## config.mk

```make
export PLATFORM = sky130hd
export DESIGN_NAME = uart_fir_sequencer
export DESIGN_NICKNAME = d
export VERILOG_FILES = /design/src/rtl/uart_fir_sequencer.sv
export SDC_FILE = /design/constraint.sdc
export NUM_CORES = 1
export LEC_CHECK = 0
export CAP_MARGIN = 20
export CELL_PAD_IN_SITES_DETAIL_PLACEMENT = 1
export CELL_PAD_IN_SITES_GLOBAL_PLACEMENT = 2
export CORE_MARGIN = 5
export CORE_UTILIZATION = 33
export DETAILED_ROUTE_END_ITERATION = 8
export PLACE_DENSITY_LB_ADDON = 0.1
export SYNTH_ARGS = -nofsm -noshare
export SYNTH_HDL_FRONTEND = slang
export SYNTH_SLANG_ARGS = --single-unit
```

## constraint.sdc

```tcl
create_clock -name clk -period 2 [get_ports clk]
set_input_delay 0.5 -clock clk [delete_from_list [all_inputs] [get_ports clk]]
set_output_delay 0.5 -clock clk [all_outputs]
set_load 0.02 [all_outputs]
```

## src/rtl/uart_fir_sequencer.sv

```systemverilog
// uart_fir_sequencer
//   Frame sequencer between the UART receiver/transmitter pair and the FIR
//   core. Received bytes are paired little-endian into 16-bit samples and
//   offered to the FIR with valid/ready. Each FIR result is captured and sent
//   back out as two bytes, low byte first, through the transmitter's
//   start/busy handshake.
//
// Optional feature (compile-time macro SEQ_RX_TIMEOUT_EN):
//   When defined, a half-received sample is abandoned if the second byte does
//   not arrive within TIMEOUT_CYCLES clocks. When undefined, the receive FSM
//   waits for the second byte indefinitely.
//
// Ports:
//   clk            system clock, rising edge
//   rst            asynchronous reset, active low
//   RxD_data_ready one-cycle strobe, RxD_data valid
//   RxD_data       received byte
//   fir_in_valid   sample offered to the FIR
//   fir_in_data    sample {high byte, low byte}
//   fir_in_ready   FIR accepts the sample when valid & ready
//   fir_out_valid  one-cycle strobe, fir_out_data valid
//   fir_out_data   FIR result
//   TxD_start      one-cycle start pulse to the transmitter
//   TxD_data       byte to transmit, held until busy falls
//   TxD_busy       transmitter busy
//   ovr_clr        clears overrun
//   overrun        sticky flag: a sample or a result was dropped
module uart_fir_sequencer #(
  parameter int TIMEOUT_CYCLES = 20000
) (
  input  logic        clk,
  input  logic        rst,
  input  logic        RxD_data_ready,
  input  logic [7:0]  RxD_data,
  output logic        fir_in_valid,
  output logic [15:0] fir_in_data,
  input  logic        fir_in_ready,
  input  logic        fir_out_valid,
  input  logic [15:0] fir_out_data,
  output logic        TxD_start,
  output logic [7:0]  TxD_data,
  input  logic        TxD_busy,
  input  logic        ovr_clr,
  output logic        overrun
);

  typedef enum logic {RX_LO, RX_HI} rx_state_t;
  typedef enum logic [2:0] {
    TX_IDLE, TX_START_LO, TX_WAIT_HI_LO, TX_WAIT_LO_LO,
    TX_START_HI, TX_WAIT_HI_HI, TX_WAIT_LO_HI
  } tx_state_t;

  rx_state_t   rx_state, rx_state_next;
  tx_state_t   tx_state, tx_state_next;
  logic [7:0]  low_byte;
  logic [15:0] res_data;
  logic        res_full;
  logic        sample_done, rx_timeout;
  logic        drop_sample, drop_result;
  logic        res_clear, res_accept;
  logic        tx_load_lo, tx_load_hi;

  // Elaboration-time sanity check on the timeout length.
  if (TIMEOUT_CYCLES < 1) begin : g_bad_timeout
    $error("TIMEOUT_CYCLES must be at least 1");
  end

`ifdef SEQ_RX_TIMEOUT_EN
  localparam int TMR_W = $clog2(TIMEOUT_CYCLES + 1);
  logic [TMR_W-1:0] rx_timer;

  // Counts clocks spent in RX_HI since the low byte; any strobe restarts it.
  always_ff @(posedge clk or negedge rst) begin
    if (!rst)
      rx_timer <= '0;
    else if (rx_state != RX_HI || RxD_data_ready)
      rx_timer <= '0;
    else
      rx_timer <= rx_timer + 1'b1;
  end

  assign rx_timeout = (rx_state == RX_HI) && !RxD_data_ready &&
                      (rx_timer == TMR_W'(TIMEOUT_CYCLES - 1));
`else
  assign rx_timeout = 1'b0;
`endif

  // Receive FSM state register and low-byte holding register.
  always_ff @(posedge clk or negedge rst) begin
    if (!rst) begin
      rx_state <= RX_LO;
      low_byte <= 8'h00;
    end else begin
      rx_state <= rx_state_next;
      if (rx_state == RX_LO && RxD_data_ready)
        low_byte <= RxD_data;
    end
  end

  // Receive FSM next state; sample_done marks the second byte of a pair.
  always_comb begin
    rx_state_next = rx_state;
    sample_done   = 1'b0;
    case (rx_state)
      RX_LO: if (RxD_data_ready) rx_state_next = RX_HI;
      RX_HI: begin
        if (RxD_data_ready) begin
          sample_done   = 1'b1;
          rx_state_next = RX_LO;
        end else if (rx_timeout) begin
          rx_state_next = RX_LO;
        end
      end
      default: rx_state_next = RX_LO;
    endcase
  end

  // A held sample that is being accepted this cycle frees the slot, so a
  // simultaneous new sample is loaded rather than dropped.
  assign drop_sample = sample_done && fir_in_valid && !fir_in_ready;

  always_ff @(posedge clk or negedge rst) begin
    if (!rst) begin
      fir_in_valid <= 1'b0;
      fir_in_data  <= 16'h0000;
    end else if (sample_done && (!fir_in_valid || fir_in_ready)) begin
      fir_in_valid <= 1'b1;
      fir_in_data  <= {RxD_data, low_byte};
    end else if (fir_in_valid && fir_in_ready) begin
      fir_in_valid <= 1'b0;
    end
  end

  // The result slot frees on the cycle the high byte finishes, and a result
  // arriving in that same cycle is taken into the freed slot.
  assign res_clear   = (tx_state == TX_WAIT_LO_HI) && !TxD_busy;
  assign res_accept  = fir_out_valid && (!res_full || res_clear);
  assign drop_result = fir_out_valid && res_full && !res_clear;

  always_ff @(posedge clk or negedge rst) begin
    if (!rst) begin
      res_full <= 1'b0;
      res_data <= 16'h0000;
    end else if (res_accept) begin
      res_full <= 1'b1;
      res_data <= fir_out_data;
    end else if (res_clear) begin
      res_full <= 1'b0;
    end
  end

  // Transmit FSM state register; TxD_data is loaded on entry to each start
  // state so it stays stable for the whole byte.
  always_ff @(posedge clk or negedge rst) begin
    if (!rst) begin
      tx_state <= TX_IDLE;
      TxD_data <= 8'h00;
    end else begin
      tx_state <= tx_state_next;
      if (tx_load_lo)
        TxD_data <= res_data[7:0];
      else if (tx_load_hi)
        TxD_data <= res_data[15:8];
    end
  end

  // Transmit FSM next state and start pulse.
  always_comb begin
    tx_state_next = tx_state;
    TxD_start     = 1'b0;
    tx_load_lo    = 1'b0;
    tx_load_hi    = 1'b0;
    case (tx_state)
      TX_IDLE: begin
        if (res_full && !TxD_busy) begin
          tx_state_next = TX_START_LO;
          tx_load_lo    = 1'b1;
        end
      end
      TX_START_LO: begin
        TxD_start     = 1'b1;
        tx_state_next = TX_WAIT_HI_LO;
      end
      TX_WAIT_HI_LO: if (TxD_busy) tx_state_next = TX_WAIT_LO_LO;
      TX_WAIT_LO_LO: begin
        if (!TxD_busy) begin
          tx_state_next = TX_START_HI;
          tx_load_hi    = 1'b1;
        end
      end
      TX_START_HI: begin
        TxD_start     = 1'b1;
        tx_state_next = TX_WAIT_HI_HI;
      end
      TX_WAIT_HI_HI: if (TxD_busy) tx_state_next = TX_WAIT_LO_HI;
      TX_WAIT_LO_HI: if (!TxD_busy) tx_state_next = TX_IDLE;
      default: tx_state_next = TX_IDLE;
    endcase
  end

  // Sticky drop flag; a new drop outranks a clear in the same cycle.
  always_ff @(posedge clk or negedge rst) begin
    if (!rst)
      overrun <= 1'b0;
    else if (drop_sample || drop_result)
      overrun <= 1'b1;
    else if (ovr_clr)
      overrun <= 1'b0;
  end

endmodule
```

---- Yosys cells after proc, flatten, opt, wreduce, memory -nomap -nowiden ----
Cells that the tools add are included.
W data, S select, Z words.
cells by class
  $add $sub $neg .......................... 0
  $mul .................................... 0
  div/mod/pow operators ................... 0
  magnitude comparators ................... 0
  equality and inequality tests ........... 11
  shifts and indexed selects .............. 0
  muxes and demuxes ....................... 23
  bitwise gates (word level) .............. 1
  reduce and logical (&&, ||, !) cells .... 25
operator list
  kind                  number
  $pmux W3 S7           1
  $mux W8               2
  $mux W3               5
  $mux W1               14
  $logic_and A1 B1 Y1   10
  $ne A2 B2 Y1 const B  5
  $eq A3 B3 Y1 const B  3
  $reduce_bool A2 Y1    4
  $eq A3 B2 Y1 const B  2
  $logic_not A1 Y1      5
  $reduce_and A5 Y1     1
  $eq A3 B1 Y1 const B  1
  $logic_not A3 Y1      1
  $logic_or A1 B1 Y1    3
  $pmux W1 S2           1
  $reduce_or A2 Y1      1
  $not A1 Y1            1
word-level totals
  bits in registers ....................... 55
  bits in latches ......................... 0
  bits in writable memories ............... 0
  memory bits (read-only) ................. 0
  input port bits ......................... 31
  output and inout bits ................... 27
  word-level logic and storage cells ...... 69
  memories kept ........................... 0

---- Longest topological paths before layout ----
  depth after elaboration ................. 6
  gate-level depth with buffers ........... 6
  gate-level depth less buffers ........... 3

---- Worst setup path after synthesis ----
No wires, ideal clock.
  path type ............................... register to register
  from .................................... register tx_state[0]
  to ...................................... register TxD_data[6]
  setup time .............................. 0.125 ns
  data arrival time ....................... 1.606 ns
  required time ........................... 1.875 ns
  slack ................................... 0.269 ns
  stages on the path, launching flop included .. 6
  path buffers ............................ 2
  path through ............................ dfrtp_1 > buf_6 > or3b_4 > or3_1 > buf_2 > mux2_4
on the way
  cells in the longest elaborated chain, start to end .. 3
  elaborated cells on any way between the ends .. 6
RTL lines
  item                                                            line  source
  start, declared                                                 54    tx_state_t tx_state, tx_state_next;
  start signal, assigned                                          159   tx_state <= tx_state_next;
  $eq A3 B2 Y1 or $logic_not A3 Y1 (tied branches)                173   case (tx_state)
  $mux W1                                                         173
  $reduce_bool A2 Y1 (no source line) or $mux W8 (tied branches)  --
  end signal, assigned                                            161   TxD_data <= res_data[7:0];
  end signal, assigned                                            163   TxD_data <= res_data[15:8];
  end, declared                                                   41    output logic [7:0] TxD_data,
Several ways; a longest one is shown, not always the timed one.
A chain may end at the register's enable or synchronous reset.

---- Final worst setup path ----
  from .................................... register tx_state[0]
  to ...................................... output port TxD_start
on the way
  cells in the longest elaborated chain, start to end .. 3
  elaborated cells on any way between the ends .. 4
RTL lines
  item                                          line  source
  $eq A3 B3 Y1 or $eq A3 B1 Y1 (tied branches)  173
  $reduce_or A2 Y1 (no source line) *           --
  $mux W1 *                                     173
  end, declared                                 40    output logic TxD_start,
Every way passes the cells marked *; elsewhere a longest branch is shown, timed or not.

==> results.md <==
Worst setup path:
- The critical path start-end classification is flop to output port.
- STA classifies the critical path endpoint as an output port.
- The required time at the worst-slack endpoint is ~1.5 ns.
- The worst endpoint data arrival time is 1.38 ns.
- STA classifies the critical path startpoint as a flop.
- The largest fanout on the critical path is 9.

Route:
- The final routed DRC violation total is 0.
- The total length of routed met2 wires is between 2000 and 2500 microns.
- The remaining number of nets flagged by the antenna check after routing is 0.
- The mean routed wirelength per cell is 16.0 microns.
- The detailed router used layers up to and including met4.
- After detailed routing, the wire length on met1 is 2050 microns.
- The detailed router finished its first iteration with 52 violations.
- In the routed layout, each cell is associated on average with a via count of 4.82.
- The wire length reported by the detailed router is 4800 microns.
- The number of search-and-repair iterations in the first detailed-routing pass is 4.
- Detailed routing inserted a total of 1442 vias.
- Summed over all nets, wire length on met3 after detailed routing comes to 225 microns.

STA:
- For the pin with the worst max-slew slack, the measured transition is ~0.56 ns.
- The number of failing setup endpoints in the final timing report is 0.
- The number of endpoints with negative hold slack in the final report is 0.
- The final max-slew violation count came to 0.
- Across the routed clock network, the largest skew measured is 0.00680 ns.
- The worst path in the final design needs a cycle of 1.88 ns, including I/O delays and setup.
- After layout, the worst setup slack is 0.118 ns.
- After routing, the total negative slack on setup checks comes to 0 ns.
- Static timing analysis puts the maximum clock frequency at 0.531 GHz.
- Setup repair after global routing left no endpoint under its margin.
- The minimum hold slack is 0.177 ns.
- The worst-case headroom to the max-slew limit is 0.623.
- The post-route clock period utilization is 0.941.

Die:
- The overall die width is 92.5 microns.
- The die is around 92 microns tall.
- The area of the core region is 6720 sq um.
- The number of primary I/O pins is 58.
- The effective utilization at floorplan is 0.334.
- The area enclosed by the die boundary is 8550 sq um.
- After floorplanning, the core was divided into 30 placement rows.

Cells and area:
- Fill cells in the final layout number 659.
- Relative to the synthesized area, the layout overhead comes to 37.0%.
- The non-filler instance count after layout is 299.
- Of the cells placed in the final design, the portion with a size suffix greater than 1 is 0.247.
- The final core area utilization is 0.458.
- With fillers left out, the area of the finished cells amounts to 3070 sq um.
- The number of antenna diodes in the final layout is 0.
- In the final design database the tool counted 251 nets.

Power:
- Power spread over the standard cell area amounts to 1500 nW/um^2.
- Total power for the finished layout comes to roughly 4.6 mW.
- VDD sags by at most approximately 0.58 mV.
- Summed over all cells, the static leakage comes to about 1.3 nW.

Global routing:
- The first global-routing pass estimated 8070 microns of wire.
- The number of antenna violations at the first check in global routing is 0.
- Entering global routing, the biggest net connects between 50 and 60 pins.
- The via count of the first global-routing pass was 1596.
- The global router's overall resource usage is 0.121.
- For this run the aggregate overflow at the end of global routing stands at 0.

Place:
- The number of port buffers is 57.
- The placement-stage worst setup slack is -0.121 ns.
- Summing all placed instances gives a cell area of 2990 sq um.
- The total half-perimeter wirelength after legalization and detailed placement is 3620 microns.
- The number of placed instances, taps included, is between 200 and 300.
- At the end of routability-driven placement, the weighted congestion stood at roughly 0.73.

Synthesis:
- The biggest area contributor in the post-synthesis netlist is sky130_fd_sc_hd__dfrtp_1.
- The cell with the most instances after synthesis is sky130_fd_sc_hd__dfrtp_1.
- After synthesis, the netlist uses 28 different library cells.
- The number of cells produced by synthesis is 152.
- The proportion of netlist area held by the largest area contributor is 0.613.
- The number of warning messages in the yosys log is 0.
- The mapped netlist covers 2240 sq um.
- The async set-or-reset flop fraction in the synthesized netlist is 1.00.
- In the post-synthesis netlist, the biggest area contributors are sky130_fd_sc_hd__dfrtp_1 61%, sky130_fd_sc_hd__mux2_2 16%, sky130_fd_sc_hd__mux2_1 5.0%, sky130_fd_sc_hd__o221a_1 3.5%, sky130_fd_sc_hd__nand2b_1 2.8%.
- Of the synthesized area, sequential elements account for 0.613.
- The average instance in the mapped netlist occupies 14.8 sq um.
- Among all flip-flop cells after synthesis, the most frequent one is sky130_fd_sc_hd__dfrtp_1.
- The count of flip-flops with a built-in enable after synthesis is 0.
- The net count after synthesis is 185.
- The number of synthesized register bits is 55.
- Ranked by instance count, the synthesized netlist is headed by 55 x sky130_fd_sc_hd__dfrtp_1, 31 x sky130_fd_sc_hd__mux2_2, 10 x sky130_fd_sc_hd__mux2_1, 10 x sky130_fd_sc_hd__nand2b_1, 7 x sky130_fd_sc_hd__o221a_1.

CTS:
- For this design, the sink count on the clock tree is 55.
- The clock-pin slew of the registers on the worst-case setup and hold paths is 0.09 ns.
- The clock passes through at most 2 buffers.
- In this run, CTS created clock tree buffers numbering 5.
- The tree is rooted in a sky130_fd_sc_hd__clkbuf_8.
- CTS built an H-tree with a depth of 2.
- TritonCTS built the clock tree.
- The post-CTS setup buffer count is 0.
- The insertion delay of the later-clocked pin in the worst-skew pair is 0.30 ns.

Outcome:
- The flow ran to the end, and the final reports show no timing, DRC or antenna violations.

Run:
- The number of max-capacitance violations reported is 0.

Hold path:
- The min-delay analysis places its worst path in the category input port to asynchronous set/reset pin.
per-layer routing:
layer  GRT usage  vias up
li1            -      665
met1       0.152      737
met2       0.198       34
met3      0.0374        6
met4      0.0371        0
met5           0        -
sequential cells by signal, indices dropped and copies added (netlist names):
| name | flops |
|---|---|
| fir_in_valid | 1 |
| tx_state | 3 |
| TxD_data | 8 |
| overrun | 1 |
| rx_state | 1 |
| res_data | 16 |
| low_byte | 8 |
| res_full | 1 |
| fir_in_data | 16 |
area by class of cell:
class                   count  area [sq um]  share of cell area
flip-flops and latches     55          1380               0.448
repair buffers             67           689               0.224
clock inverters             3          15.0             0.00488
inverters                   6          22.5             0.00733
clock buffers               5          68.8              0.0224
well taps                  80           100              0.0326
multi-input cells          83           802               0.261
layout by cell type (no fill, tap or decap), types with 2 or more instances in the layout:
| cell type | synthesis | final |
|---|---|---|
| sky130_fd_sc_hd__a31oi_1 | 2 | 2 |
| sky130_fd_sc_hd__dfrtp_1 | 55 | 55 |
| sky130_fd_sc_hd__a21o_1 | 2 | 2 |
| sky130_fd_sc_hd__o221a_1 | 7 | 7 |
| sky130_fd_sc_hd__inv_1 | 6 | 6 |
| sky130_fd_sc_hd__nand2b_1 | 10 | 10 |
| sky130_fd_sc_hd__buf_12 | 0 | 4 |
| sky130_fd_sc_hd__mux2_1 | 10 | 10 |
| sky130_fd_sc_hd__clkinv_2 | 0 | 3 |
| sky130_fd_sc_hd__clkdlybuf4s50_1 | 0 | 55 |
| sky130_fd_sc_hd__ha_1 | 2 | 2 |
| sky130_fd_sc_hd__mux2_2 | 31 | 31 |
| sky130_fd_sc_hd__clkbuf_8 | 0 | 5 |
| sky130_fd_sc_hd__buf_4 | 0 | 6 |
| sky130_fd_sc_hd__nand2_1 | 3 | 3 |
| sky130_fd_sc_hd__o21ai_0 | 2 | 2 |
what timing repair did:
action / in CTS / in global routing
hold buffers: 0 / 0
setup endpoints to repair: 1 / 0
resized for setup: 1 / 0
logic make-up after synthesis:
kind of cell,share of synthesized area
xor gates and xnor gates,0.00390
AOI/OAI and AO/OA,0.0691
muxes,0.212
and+or+nand+nor,0.0608
DFF,0.613
adders and majority gates,0.0111
buffers and inverters,0.0295
worst paths after layout:
path                               from           end  slack, ns  cells past startpoint
setup reg to reg            tx_state[0]   TxD_data[6]       0.12                      3
min in group clk           res_data[15]  res_data[15]       0.49                      1
max in group asynchronous           rst  res_data[10]       1.57                      2
setup / recovery            tx_state[0]     TxD_start       0.12                      3
hold reg to reg            res_data[15]  res_data[15]       0.49                      1
hold / removal                      rst   tx_state[0]       0.18                      2
critical path: stages (launching register included):
cell and delay [ns]:
sky130_fd_sc_hd__dfrtp_1 0.49, sky130_fd_sc_hd__xnor2_1 0.17, sky130_fd_sc_hd__nor2_1 0.09, sky130_fd_sc_hd__dlygate4sd2_1 0.34
power breakdown:
| part | switching (mW) | internal, mW | leakage, nW |
|---|---|---|---|
| clock | 0.341 | 0.241 | 0.0477 |
| sequential | 0.313 | 1.66 | 0.648 |
| combinational | 0.880 | 1.18 | 0.618 |
| total | 1.53 | 3.08 | 1.31 |
No activity file was read; power rests on OpenSTA's default activity.
==> RTL change 1: new RTL, config.mk and constraints unchanged <==
Build with the macro `SEQ_RX_TIMEOUT_EN` defined.
--- a/src/rtl/uart_fir_sequencer.sv
+++ b/src/rtl/uart_fir_sequencer.sv
@@ -25,6 +25,8 @@
 //   TxD_busy       transmitter busy
 //   ovr_clr        clears overrun
 //   overrun        sticky flag: a sample or a result was dropped
+`define SEQ_RX_TIMEOUT_EN
+
 module uart_fir_sequencer #(
   parameter int TIMEOUT_CYCLES = 20000
 ) (
Function: same outputs for any inputs over 10 cycles, from zero or initial values and one cycle with rst low; that may be too few to reach the edited logic, so the function may still have changed.
==> RTL change 1 against the unedited design <==
  * Combinational power decreased by 8%
  * Sequential cell count increased by 15
  * Worst setup slack improved by 0.046 ns
  * Total power increased by 16%
  * Area after synthesis increased by 39%
  * Clock skew decreased by 0.0010 ns
  * Via count increased by 42%
  * Die area increased by 34%
  * Core utilization decreased by 0.46 points
  * Global-route usage increased by 0.72 points
  * Final area increased by 36%
  * Wire length increased by 42%
  * Critical endpoint is now fir_in_data[15]
  * Largest power group is now sequential cells
==> RTL change 1: results (changes against the unedited design) <==
synth:
  synthesis.nets: 260  # +41%
  synth_area_leaders: "dfrtp_1 56%, mux2_2 14%, mux2_4 8.7%"
  ys_async_sr_fraction: 1.00  # unchanged
  yosys-top-cells-count: "70 x dfrtp_1, 38 x mux2_2, 18 x mux2_4"
  yosys.cell_types.count: 39  # +39%
  yosysSeqAreaShare: 0.562  # -0.0514
  yosys_warnings: 0  # unchanged
place:
  place.gp.congestion: 0.702  # -3.2%
  io_buffers: 57  # unchanged
  place_area_um2: 3960  # +32%
  hpwl_mm: 4.82  # +33%
cts:
  numCtsBuffers: 9  # +4
  h-tree-depth: 3  # +1
  clk_latency_ns: 0.35  # +0.05 ns
  cts_hold_buf: 0  # unchanged
  path_clk_slew_ns: 0.08
  cts.path.max_buffers: 2  # unchanged
global_routing:
  grt_pass1_vias: 2193  # +37%
  use_met2: 0.191  # -0.00739
  gr-total-overflow: 0  # unchanged
  grt_max_degree: 25  # -55%
  grtUsageMet1: 0.164  # +0.0125
  grtUsageMet3: 0.0476  # +0.0102
  track_usage: 0.128  # +0.00716
  grt_pass1_wl_mm: 11.3  # +40%
setup_path:
  max_stage_delay_ns: 0.64  # +0.15 ns
  arrival_ns: 1.34  # -0.04 ns
  crit_end: "fir_in_data[15]"
  rr_worst_depth: 5  # +2
  crit_family: "buffers and inverters"
  cp_max_fo: 2  # -7
  rr_endpoint: "TxD_data[2]$_DFFE_PN0P_"
  reg2reg_slack_ns: 0.28  # +0.16 ns
  cp_slowest_cell: "clkdlybuf4s50_1"
  crit_start: "fir_in_data[15]$_DFFE_PN0P_"
  rr_startpoint: "tx_state[2]$_DFFE_PN0P_"
power:
  seq_power_share: 0.396  # -0.032
  p_int_w: 0.00375  # +22%
  clk-power_w: 0.00132  # +130%
  p_switching_w: 0.00159  # +3.8%
  p_leak_nw: 1.78  # +35%
  ir_drop_uv: 619  # +6.3%
timing:
  setup_viol: 0  # unchanged
  skew_ns: 0.00576  # -0.00104 ns
  max_freq_ghz: 0.545  # +2.5%
  worst_pin_slew_ns: 0.478  # -0.0864 ns
finish:
  nets: 335  # +33%
  drive_above_1_share: 0.312  # +0.0651
  antenna_cells: 0  # unchanged
  reg_top3: "fir_in_data x16, res_data x16, rx_timer x15"
run_status:
  outcome: "finished, final reports clean"
drt:
  drt_iter0_markers: 44  # -15%
  route.met3.wl_um: 418  # +86%
  maxUsedRoutingLayer: "met4"
  viasPerCell: 4.69  # -2.8%
  wl_met1_mm: 3.15  # +53%
  routed_wl_mm: 6.79  # +42%
  route.met2.wl_mm: 3.13  # +27%
run:
  maxCapViolations: 0  # unchanged
## RTL change 1: cell count changes in the layout (fill, tap and decap cells not counted), moves of 7 or more
cell,delta
mux2_2,+7
a21oi_1,+8
mux2_4,+17
o221a_1,-7
dfrtp_1,+15
mux2_1,-10
## RTL change 1: worst min path at each step
stage	startpoint	end	slack [ns]	cells after the start
6_report	rst	rx_timer[7]$_DFF_PN0_	0.10	1
3_3_place_gp	low_byte[3]$_DFFE_PN0P_	fir_in_data[3]$_DFFE_PN0P_	0.48	1
4_1_cts	rst	rx_timer[11]$_DFF_PN0_	0.11	1
2_1_floorplan	rst	TxD_data[0]$_DFFE_PN0P_	0.20	0
5_1_grt	rst	rx_timer[14]$_DFF_PN0_	0.12	1
3_5_place_dp	low_byte[7]$_DFFE_PN0P_	low_byte[7]$_DFFE_PN0P_	0.49	1
## RTL change 1: area by class of cell
| type | count | area, µm² |
|---|---|---|
| Clock inverter | 6 | 92.6 |
| Clock buffer | 10 | 138 |
| Timing Repair Buffer | 73 | 743 |
| Inverter | 7 | 26.3 |
| Tap cell | 129 | 161 |
| Fill cell | 970 | 5050 |
| Multi-Input combinational cell | 142 | 1270 |
| Sequential cell | 70 | 1750 |
## RTL change 1: cell families after synthesis
group	after synthesis	share of synthesized area
flip-flops	70	0.562
AO/OA/AOI/OAI	27	0.0586
XOR/XNOR	3	0.00843
multiplexers	59	0.234
buffers and inverters	16	0.0301
AND/OR/NAND/NOR	52	0.104
adder cells (fa/ha/maj)	1	0.00401
## RTL change 1: stage by stage
step                      TNS, ns  instances  setup slack, ns  hold slack (ns)
after floorplan                 0        228            0.427            0.204
after global placement      -1.34        421           -0.124            0.484
after detailed placement    -1.67        421           -0.149            0.494
after CTS                       0        437           0.0204            0.107
after global routing            0        437           0.0879            0.119
final                           0        437            0.164            0.102
==> RTL change 2: new RTL, config.mk and constraints unchanged <==
Without the edit above. Encoding of `tx_state_t`: now one-hot (7 bits for 7 states).
--- a/src/rtl/uart_fir_sequencer.sv
+++ b/src/rtl/uart_fir_sequencer.sv
@@ -45,9 +45,9 @@
 );
 
   typedef enum logic {RX_LO, RX_HI} rx_state_t;
-  typedef enum logic [2:0] {
-    TX_IDLE, TX_START_LO, TX_WAIT_HI_LO, TX_WAIT_LO_LO,
-    TX_START_HI, TX_WAIT_HI_HI, TX_WAIT_LO_HI
+  typedef enum logic [6:0] {
+    TX_IDLE = 7'b0000001, TX_START_LO = 7'b0000010, TX_WAIT_HI_LO = 7'b0000100, TX_WAIT_LO_LO = 7'b0001000,
+    TX_START_HI = 7'b0010000, TX_WAIT_HI_HI = 7'b0100000, TX_WAIT_LO_HI = 7'b1000000
   } tx_state_t;
 
   rx_state_t   rx_state, rx_state_next;
Behaviour: same outputs for any inputs over 10 cycles, from zero or initial values and one cycle with rst low; not proved beyond that.
==> RTL change 2 against the unedited design <==
  * Sequential share of layout area decreased by 4.4 points
  * Global-route usage rose by 1.1 points
  * Area after synthesis is 13% higher
  * Total power is 11% higher
  * Sequential cell count rose by 4
  * Wire length up 19%
  * First-iteration DRC count decreased by 54%
  * Worst setup slack worse by 0.079 ns
  * Final area is 19% higher
  * Die area is 12% higher
  * Hold slack worse by 0.022 ns
  * Critical path type is now reg -> reg
  * Maximum frequency down 4.0%
==> RTL change 2: results (changes against the unedited design) <==
run_status:
  outcome: "finished, final reports clean"
power:
  p_leak_nw: 1.70  # +29%
  ir_drop_uv: 574  # -1.4%
synth:
  ys_async_sr_fraction: 1.00  # unchanged
  yosys-top-cells-count: "58 x dfrtp_1, 30 x mux2_2, 13 x nor2_1"
  netlist.area_leader.share: 0.570  # -0.0434
  synthesis.nets: 222  # +20%
  yosys_warnings: 0  # unchanged
  yosysSeqAreaShare: 0.580  # -0.0331
  yosys.cell_types.count: 32  # +14%
  synth_area_leaders: "dfrtp_1 57%, mux2_2 13%, mux2_4 5.9%"
  synth_most_common_cell: "dfrtp_1"
cts:
  clk_latency_ns: 0.33  # +0.03 ns
  h-tree-depth: 3  # +1
  path_clk_slew_ns: 0.07  # -0.02 ns
  numCtsBuffers: 9  # +4
  cts-root-buf: "clkbuf_8"
  cts.path.max_buffers: 2  # unchanged
setup_path:
  arrival_ns: 2.17  # +0.79 ns
  rr_endpoint: "res_data[10]$_DFFE_PN0P_"
  cp_slowest_cell: "or4_4"
  reg2reg_slack_ns: 0.04  # -0.08 ns
  max_stage_delay_ns: 0.56  # +0.07 ns
  crit_type: "reg -> reg"
  crit_end: "res_data[10]$_DFFE_PN0P_"
  cp_max_fo: 16  # +7
  rr_worst_depth: 5  # +2
  rr_startpoint: "tx_state[1]$_DFFE_PN0P_"
  crit_family: "simple AND/OR/NAND/NOR gates"
timing:
  whs_ns: 0.155  # -0.0220 ns
  skew_ns: 0.00661  # -0.000187 ns
  relSlewSlack: 0.777  # +0.154
  final.min_clock_period_ns: 1.96  # +0.0787 ns
finish:
  drive_above_1_share: 0.348  # +0.101
  reg_top3: "fir_in_data x16, res_data x16"
  nets: 304  # +21%
  n_fill_cell: 817  # +24%
  antenna_cells: 0  # unchanged
place:
  place.gp.congestion: 0.729  # +0.40%
  place_area_um2: 3420  # +14%
  detailedPlace.worstSlack_ns: -0.170  # -0.0488 ns
  hpwl_mm: 4.06  # +12%
  io_buffers: 57  # unchanged
global_routing:
  grt_antenna_before_repair: 0  # unchanged
  grt_max_degree: 60  # +7.1%
  grt_pass1_wl_mm: 9.94  # +23%
  grt_pass1_vias: 1996  # +25%
  track_usage: 0.132  # +0.0110
drt:
  first_pass_iters: 4  # unchanged
  drt_iter0_markers: 24  # -54%
  vias: 1722  # +19%
  routed_wl_mm: 5.68  # +19%
min_path:
  hold_class: "in -> async"
-- RTL change 2: final cells by class --
cell class | count | area (µm²) | area share
Clock buffer | 10 | 138 | 0.0375
Clock inverter | 6 | 65.1 | 0.0177
Inverter | 6 | 22.5 | 0.00614
Multi-Input combinational cell | 111 | 1010 | 0.274
Sequential cell | 59 | 1480 | 0.404
Tap cell | 102 | 128 | 0.0348
Timing Repair Buffer | 84 | 828 | 0.226
-- RTL change 2: power breakdown --
part           leakage [nW]  total (W)  switching (W)  internal [W]
logic                 0.891    0.00216       0.000979       0.00118
clock network         0.102    0.00109       0.000485      0.000608
registers             0.703    0.00185       0.000224       0.00163
total                  1.70    0.00511        0.00169       0.00342
-- RTL change 2: layer usage --
metal / vias up / global-route usage / wire, µm
li1: 826 / - / -
met4: 0 / 0.0415 / 47
met5: - / 0 / 0
met2: 40 / 0.214 / 2860
met1: 851 / 0.166 / 2540
met3: 5 / 0.0443 / 227
-- RTL change 2: cell families after synthesis --
kind of cell               Yosys count  share of synthesized area
muxes                               50                      0.231
buffers and inverters               19                     0.0344
adders and majority gates            2                    0.00982
and+or+nand+nor                     40                     0.0850
AOI/OAI and AO/OA                   15                     0.0462
xor gates and xnor gates             4                     0.0138
DFF                                 59                      0.580
-- RTL change 2: timing repair --
item / CTS / global route
resized for setup: 5 / 7
pin swaps: 1 / 0
endpoints found under the setup margin: 17 / 18
buffers inserted: 1 / 1
-- RTL change 2: stage by stage --
stage,std cells,util,TNS (ns)
2_1_floorplan,189,-,-0.263
3_3_place_gp,360,0.450,-2.18
3_5_place_dp,360,0.450,-3.11
4_1_cts,377,0.478,0
5_1_grt,378,0.482,-0.0820
6_report,378,0.482,0
